--- src/rtl/log_hist_threshold.sv ---
// Log2 gradient-magnitude histogram with a percentile scan that picks Canny thresholds.
// Accumulates one frame, scans bins in ascending order, then pulses thr_valid for one cycle.
module log_hist_threshold #(
  parameter int unsigned NBINS   = 10,
  parameter int unsigned COUNT_W = 20
) (
  input  logic       clk,
  input  logic       rst,
  input  logic       log_valid,
  input  logic [3:0] log_in,
  input  logic       log_last,
  input  logic [7:0] pct_num,
  output logic       in_ready,
  output logic       thr_valid,
  output logic [3:0] thr_high,
  output logic [3:0] thr_low
);

  localparam int unsigned CUM_W = COUNT_W + 4;
  localparam int unsigned PROD_W = COUNT_W + 8;
  localparam logic [3:0] LAST_BIN = 4'(NBINS - 1);
  localparam logic [COUNT_W-1:0] CNT_MAX = '1;

  typedef enum logic [1:0] {StAccum, StScan, StDone} state_t;

  state_t             r_state;
  logic [COUNT_W-1:0] r_bin [NBINS];
  logic [COUNT_W-1:0] r_total;
  logic [COUNT_W-1:0] r_target;
  logic [CUM_W-1:0]   r_cum;
  logic [3:0]         r_k;
  logic               r_in_ready;
  logic               r_thr_valid;
  logic [3:0]         r_thr_high;
  logic [3:0]         r_thr_low;

  logic               w_accept;
  logic [3:0]         w_idx;
  logic [COUNT_W-1:0] w_bin_inc;
  logic [COUNT_W-1:0] w_total_inc;
  logic [PROD_W-1:0]  w_product;
  logic [CUM_W-1:0]   w_cum_next;
  logic               w_hit;
  logic               w_last_k;

  always_comb begin
    w_accept    = log_valid & r_in_ready;
    w_idx       = (log_in > LAST_BIN) ? LAST_BIN : log_in;
    w_bin_inc   = (r_bin[w_idx] == CNT_MAX) ? r_bin[w_idx] : r_bin[w_idx] + 1'b1;
    w_total_inc = (r_total == CNT_MAX) ? r_total : r_total + 1'b1;
    // Target uses the total including the final sample accepted on this edge.
    w_product   = PROD_W'(w_total_inc) * PROD_W'(pct_num);
    w_cum_next  = r_cum + CUM_W'(r_bin[r_k]);
    w_hit       = w_cum_next >= CUM_W'(r_target);
    w_last_k    = (r_k == LAST_BIN);
  end

  always_ff @(posedge clk or posedge rst) begin
    if (rst) begin
      r_state     <= StAccum;
      for (int i = 0; i < int'(NBINS); i++) r_bin[i] <= '0;
      r_total     <= '0;
      r_target    <= '0;
      r_cum       <= '0;
      r_k         <= '0;
      r_in_ready  <= 1'b1;
      r_thr_valid <= 1'b0;
      r_thr_high  <= '0;
      r_thr_low   <= '0;
    end else begin
      r_thr_valid <= 1'b0;
      unique case (r_state)
        StAccum: begin
          if (w_accept) begin
            r_bin[w_idx] <= w_bin_inc;
            r_total      <= w_total_inc;
            if (log_last) begin
              r_target   <= w_product[PROD_W-1:8];
              r_cum      <= '0;
              r_k        <= '0;
              r_in_ready <= 1'b0;
              r_state    <= StScan;
            end
          end
        end
        StScan: begin
          r_cum <= w_cum_next;
          // Falling off the last bin without a hit still reports the top bin.
          if (w_hit || w_last_k) begin
            r_thr_high  <= r_k;
            r_thr_low   <= (r_k == 4'd0) ? 4'd0 : r_k - 4'd1;
            r_thr_valid <= 1'b1;
            r_state     <= StDone;
          end else begin
            r_k <= r_k + 4'd1;
          end
        end
        StDone: begin
          for (int i = 0; i < int'(NBINS); i++) r_bin[i] <= '0;
          r_total    <= '0;
          r_cum      <= '0;
          r_k        <= '0;
          r_in_ready <= 1'b1;
          r_state    <= StAccum;
        end
        default: r_state <= StAccum;
      endcase
    end
  end

  assign in_ready  = r_in_ready;
  assign thr_valid = r_thr_valid;
  assign thr_high  = r_thr_high;
  assign thr_low   = r_thr_low;

endmodule
--- config.mk ---
export PLATFORM = sky130hd
export DESIGN_NAME = log_hist_threshold
export DESIGN_NICKNAME = d
export VERILOG_FILES = /design/src/rtl/log_hist_threshold.sv
export SDC_FILE = /design/constraint.sdc
export NUM_CORES = 1
export LEC_CHECK = 0
export ABC_AREA = 1
export ABC_CLOCK_PERIOD_IN_PS = 24100
export CORE_ASPECT_RATIO = 0.8
export CORE_UTILIZATION = 67
export CTS_BUF_LIST = sky130_fd_sc_hd__clkbuf_4 sky130_fd_sc_hd__clkbuf_8
export DETAILED_ROUTE_END_ITERATION = 7
export PLACE_DENSITY = 0.8
export SYNTH_ARGS = -nofsm -noshare
export SYNTH_HDL_FRONTEND = slang
export SYNTH_SLANG_ARGS = --single-unit
--- constraint.sdc ---
create_clock -name clk -period 24.1 [get_ports clk]
set_input_delay 2.41 -clock clk [delete_from_list [all_inputs] [get_ports clk]]
set_output_delay 2.41 -clock clk [all_outputs]
set_load 0.02 [all_outputs]
======== After elaboration in Yosys (flattened, before gate mapping) ========
Index checks and enable logic that the tools add are counted.
word-level totals
  word-level logic and storage cells ...... 88
  flip-flop bits (word level) ............. 280
  input port bits ......................... 16
  output and inout bits ................... 10
cells by class
  multiplexer cells ....................... 33
  multipliers ............................. 1
  reduce and logical (&&, ||, !) cells .... 13
  bitwise operators ....................... 3
  equality and inequality tests ........... 9
  magnitude comparators ................... 5
  add/sub/neg operators ................... 5
operator list
  operator                 count
  $pmux W200 S2            1
  $bwmux W200              1
  $mux W200                1
  $bmux W20 S4             2
  $mux W20                 8
  $demux W20 S4            1
  $pmux W24 S3             1
  $mux W24                 2
  $add A20 B1 Y20 const B  2
  $eq A20 B20 Y1 const B   2
  $pmux W20 S2             1
  $mul A20 B8 Y28          1
  $add A24 B20 Y24         1
  $ge A24 B20 Y1           1
  $mux W4                  5
  $pmux W4 S3              1
  $reduce_and A3 Y1        4
  $ge A5 B5 Y1 const B     2
  $not A4 Y5               2
  $ne A2 B2 Y1 const B     4
  $mux W2                  3
  $lt A5 B1 Y1 const B     1
  $add A4 B1 Y4 const B    1
  $eq A4 B4 Y1 const B     1
  16 further kinds         20

======== Depth between registers and ports, before layout ========
  word-level depth ........................ 11
  mapped depth ............................ 33
  gate-level depth less buffers ........... 30

======== Worst setup path before layout ========
OpenSTA, ideal clock, no wires.
  kind .................................... input to register
  start ................................... input pct_num[3]
  end ..................................... register r_target[13]
  library setup time ...................... 0.132 ns
  path buffers ............................ 1
  data required time ...................... 23.968 ns
  data arrival time ....................... 6.316 ns
  path slack .............................. 17.652 ns
  stages .................................. 19
  cells stage by stage .................... inv_1 > clkbuf_1 > nor2_1 > fa_1 > fa_1 > fa_1 > inv_1 > fa_1 > inv_1 > ha_1 > a21oi_1 > inv_1 > a31oi_1 > o31ai_1 > a21oi_1 > nand2_1 > or2_2 > nand3_1 > o21ai_0
between the ends
  word-level cells in the longest chain between the ends .. 1
ends and longest elaborated chain
  item                    line  RTL
  start: declaration      12    input logic [7:0] pct_num,
  $mul A20 B8 Y28         52    w_product = PROD_W'(w_total_inc) * PROD_W'(pct_num);
  end signal: assignment  78    r_target <= w_product[PROD_W-1:8];
  end: declaration        29    logic [COUNT_W-1:0] r_target;
Every way passes these cells.
A chain may end at the register's enable or synchronous reset.

======== Worst setup path in the final report ========
  start ................................... input pct_num[2]
  end ..................................... register r_target[12]
Same word-level chain as after synthesis.

==> results.txt <==
The tree is rooted in a sky130_fd_sc_hd__clkbuf_8. In this run, the clock network consumes 18.7% of the power. The number of hold-repair buffers added at the cts stage is 0. The type of the worst setup path is input pin to register. The via density per instance is roughly 6.2. The starting density of the core is 68.12%. In this run switching power makes up slightly below 50% of total power. The global routing usage on met1 came out at between 60% and 70%. The met3 track demand over resource is approximately 13%. The pin count of the biggest net entering global routing is roughly 110. The number of cells produced by synthesis is 3157.

The relative slew slack is 20.83%. The quantity of gates resized following cts is 0. The number of instances on the worst hold path is 2. Internal power comes to about 1.2 mW. Wires add up to between 70000 and 80000 um. Input and output buffers added on the ports amount to 25.

The final reports fail on design-rule violations. At the pin with the least slew margin, the transition time is approximately 1.2 ns. The minimum setup slack among reg-to-reg paths came out at between 15 and 20 ns. The area added between synthesis and finish came out at 6.629%. The maximum level of the CTS H-tree came out at 2. The synthesized netlist net count came out at about 3400. The number of slew-limit violations in the final report is 0. Summed over its instances, the top area cell type makes up between 30% and 40% of the synthesized netlist area. The first global-routing pass estimated 113700 um of wire. The post-CTS setup repair buffer count is 0. A synthesized cell averages approximately 7 sq um. The count of final hold-check violations is 0. The number of cells on the worst reg-to-reg path is 27. The synthesized design spends more area on one cell type than any other, namely sky130_fd_sc_hd__dfrtp_1. For this run, the detailed router's first-pass iteration total came to 8. STA puts the critical path data arrival time at 7.66 ns. The tool flagged a number of max-cap violations equal to 0. The met2 track demand over resource is 64.00%. Multiplexer cells account for 0.4513% of the synthesized area.

The startpoint identified for the worst register-to-register timing path is r_total[0]$_DFFE_PP0P_. The total number of vias came out at roughly 22000. In this run, flip-flops and latches consume 29.2% of the power. The number of antenna-violating nets in the routed design is 0. The netlist uses 48 different library cells.

The end of the worst register-to-register path is r_target[12]$_DFFE_PP0P_. In this run the most critical hold path is launched from in_ready$_DFFE_PP1P_. The number of flops mapped to enable cells by yosys came out at 0. The total die area came out at 0.03384 sq mm.

The overall fraction of global-route tracks in use came out at 43.74%. The critical path goes through clkdlybuf4s50_1 -> clkinv_1 -> nor2_1 -> fa_1 -> fa_1 -> fa_1 -> inv_1 -> fa_1 -> inv_1 -> ha_1 -> a21oi_1 -> inv_1 -> a31oi_1 -> o21ai_0 -> a21oi_1 -> nand2_1 -> or2_2 -> nand3_1 -> o21ai_0. Of the synthesized area, sequential elements account for a little under a third. The total I/O pin count is 26. The largest single stage delay on the critical path is around 0.54 ns. Among all stages on the critical path, the largest delay is contributed by sky130_fd_sc_hd__clkdlybuf4s50_1. The top flip-flop cell by instance count after synthesis is sky130_fd_sc_hd__dfrtp_1. Leaving out fill and tap cells, the most frequent cell in the layout is sky130_fd_sc_hd__nand2_1. Data on the critical path is required at its endpoint by 24.57 ns.

The time the final worst path needs with I/O delays and setup is 7.190 ns. The terminating pin of the worst hold path is in_ready$_DFFE_PP1P_. The adder-cell area share of the yosys netlist is between 10% and 20%. The post-synthesis share of cell area spent on and, or, nand and nor gates came out at between 20% and 30%. The layout cell share with drive strength beyond 1 is 4.951%. The net load switching power came out at 1.135 mW. The static power due to leakage is between 10 and 15 nW. The final net count is roughly 3400. The global placer's final weighted congestion is roughly 0.99. In this run the number of cells on the critical path is 19.

The CTS tree is done. In this run the worst hold path is classified as register to register. The initial antenna violation count came to 1. The wire length per cell after detailed routing came out at just over 20 um. The fraction of synthesis flops using an asynchronous set or reset pin came out at between 90% and 100%. The worst setup path is captured at a register. The number of global-route vias before repair came out at roughly 21000. The total area inside the core boundary comes to approximately 0.033 sq mm.

The number of warning messages in the yosys log is 0. The remaining design rule violation count came out at 23. Setup repair after global routing left no endpoint under its margin. The count of standard-cell rows is between 50 and 60.

The maximum fanout count along the critical path is 17. The main combinational cell family by area after synthesis is simple AND/OR/NAND/NOR gates. The die is ~160 um tall. The antenna diode instance count came out at 0. The combinational power share came out at around 52%.

The netlist area before placement is ~0.022 sq mm. The number of CTS-inserted buffers is between 40 and 50. The cell repeated most along the worst path is sky130_fd_sc_hd__fa_1. The total negative slack is 0 ns. The worst setup path is launched from an input pin. The cell family with the largest share of critical-path delay is adder cells.

The library cells used most frequently in the layout, excluding fill and tap cells, are sky130_fd_sc_hd__nand2_1 (1016), sky130_fd_sc_hd__inv_1 (385), sky130_fd_sc_hd__dfrtp_1 (277). The floorplan step set the die width to 205.4 um. The parity-gate share of the synthesized area counting xor and xnor cells came out at 2.212%. Sorting the synthesized cells by area gives the leading types as sky130_fd_sc_hd__dfrtp_1 (31%), sky130_fd_sc_hd__nand2_1 (17%), sky130_fd_sc_hd__fa_1 (9.7%). The estimated wirelength of the detail-placed design is 52130 um. The post-route fraction of the period consumed by the critical path came out at between 20 and 30%.

met2 is the most crowded layer. Across the routed clock network, the largest skew measured is 0.03390 ns. The upper clock frequency limit is approximately 0.14 GHz. Clock-pin slew was measured on the worst setup and hold paths at roughly 0.060 ns. Total power for the finished layout comes to approximately 2.3 mW. The overall overflow remaining after global route came out at 0. The initial detailed-routing violation count came out at ~3300. Together, buffers and inverters on the worst path number 5. The run finished, with violations left. The largest buffer count on any clock path is 3. Counting flops and latches in the post-synthesis netlist gives 280. The clock insertion delay at the later pin of the skew report came out at ~0.61 ns. The total clock sinks came out at 280.

The total power divided by cell area came out at between 90 and 100 mW/mm^2. VDD sags by at most between 100 and 150 uV. Setup violations remaining at the end of the flow were counted as 0.

Summing the areas of all compound-gate instances in the mapped netlist gives between 10% and 20% of the synthesized area.
[worst max-delay path by stage]
| stage | start | end | slack [ns] |
|---|---|---|---|
| 3_5_place_dp | pct_num[2] | r_target[12]$_DFFE_PP0P_ | 16.45 |
| 3_3_place_gp | pct_num[2] | r_target[12]$_DFFE_PP0P_ | 16.55 |
| 6_report | pct_num[2] | r_target[12]$_DFFE_PP0P_ | 16.91 |
| 4_1_cts | pct_num[2] | r_target[12]$_DFFE_PP0P_ | 17.07 |
| 5_1_grt | pct_num[2] | r_target[12]$_DFFE_PP0P_ | 16.68 |
| 2_1_floorplan | rst | r_bin[0]$_DFFE_PP0P_ | 13.97 |
[state kept, by name (all words and copies together), names as in the netlist]
signal     flops
r_bin        200
r_state        2
in_ready       1
thr_valid      1
r_cum         24
r_total       20
thr_high       4
thr_low        4
r_target      20
r_k            4
[worst register-to-register path: stages (launching register included)]
cell and delay, ns:
sky130_fd_sc_hd__dfrtp_1 0.45, sky130_fd_sc_hd__ha_1 0.28, sky130_fd_sc_hd__inv_1 0.10, sky130_fd_sc_hd__nor2_1 0.25, sky130_fd_sc_hd__nand2_1 0.13, sky130_fd_sc_hd__nor2_1 0.20, sky130_fd_sc_hd__nand2_1 0.34, sky130_fd_sc_hd__nand2_1 0.34
sky130_fd_sc_hd__nor3_1 0.09, sky130_fd_sc_hd__xor2_1 0.14, sky130_fd_sc_hd__clkinv_1 0.35, sky130_fd_sc_hd__nor2_1 0.31, sky130_fd_sc_hd__fa_1 0.47, sky130_fd_sc_hd__fa_1 0.51, sky130_fd_sc_hd__fa_1 0.53, sky130_fd_sc_hd__inv_1 0.07
sky130_fd_sc_hd__fa_1 0.50, sky130_fd_sc_hd__inv_1 0.05, sky130_fd_sc_hd__ha_1 0.36, sky130_fd_sc_hd__a21oi_1 0.17, sky130_fd_sc_hd__inv_1 0.08, sky130_fd_sc_hd__a31oi_1 0.20, sky130_fd_sc_hd__o21ai_0 0.20, sky130_fd_sc_hd__a21oi_1 0.17
sky130_fd_sc_hd__nand2_1 0.08, sky130_fd_sc_hd__or2_2 0.28, sky130_fd_sc_hd__nand3_1 0.06, sky130_fd_sc_hd__o21ai_0 0.10
[synth_stat cells, drive strengths merged, types with 12 or more instances]
master / n
a21oi: 134
a22o: 18
a31oi: 12
buf: 25
clkbuf: 99
dfrtp: 279
fa: 108
ha: 91
inv: 393
nand2: 1033
nand3: 174
nand4: 18
nor2: 277
nor3: 25
o211ai: 21
o21ai: 309
o22ai: 23
xnor2: 20
xor2: 36
[through the flow]
stage,setup slack (ns),util (%),instances,hold slack [ns],area [sq um]
after floorplan,13.97,-,3157,0.4489,22180
after global placement,16.55,69.77,3518,0.4579,22710
after detailed placement,16.45,69.77,3518,0.4653,22710
after CTS,17.07,72.64,3598,0.4748,23650
after global routing,16.68,72.64,3598,0.4965,23650
final,16.91,72.64,3598,0.4737,23650
[power by group through the flow]
stage,registers (mW),clock network (mW),logic [mW]
after floorplan,0.664,0,0.802
after global placement,0.678,0,1.12
after detailed placement,0.685,0,1.17
after CTS,0.679,0.438,1.18
after global routing,0.696,0.458,1.34
final,0.684,0.439,1.22
[layer usage]
layer  vias up  wire [um]
met4         2       2698
met5         -          9
li1       9988          -
met2      1617      30490
met1     10480      29160
met3       256      10530
[cells by family after synthesis]
group                      Yosys count
and+or+nand+nor                   1547
AOI/OAI and AO/OA                  538
buffers and inverters              527
DFF                                280
adders and majority gates          199
xor gates and xnor gates            56
muxes                               10
[area by class of cell]
| type | instances | area, sq um |
|---|---|---|
| clock inverter | 7 | 48.80 |
| fill | 2655 | 8907 |
| sequential | 280 | 7013 |
| timing repair buffer | 58 | 498.0 |
| clock buffer | 73 | 885.9 |
| inverter | 403 | 1520 |
| tap | 427 | 534.3 |
| multi-input combinational | 2350 | 13150 |
Note: power is estimated with default switching activity, not from simulation.
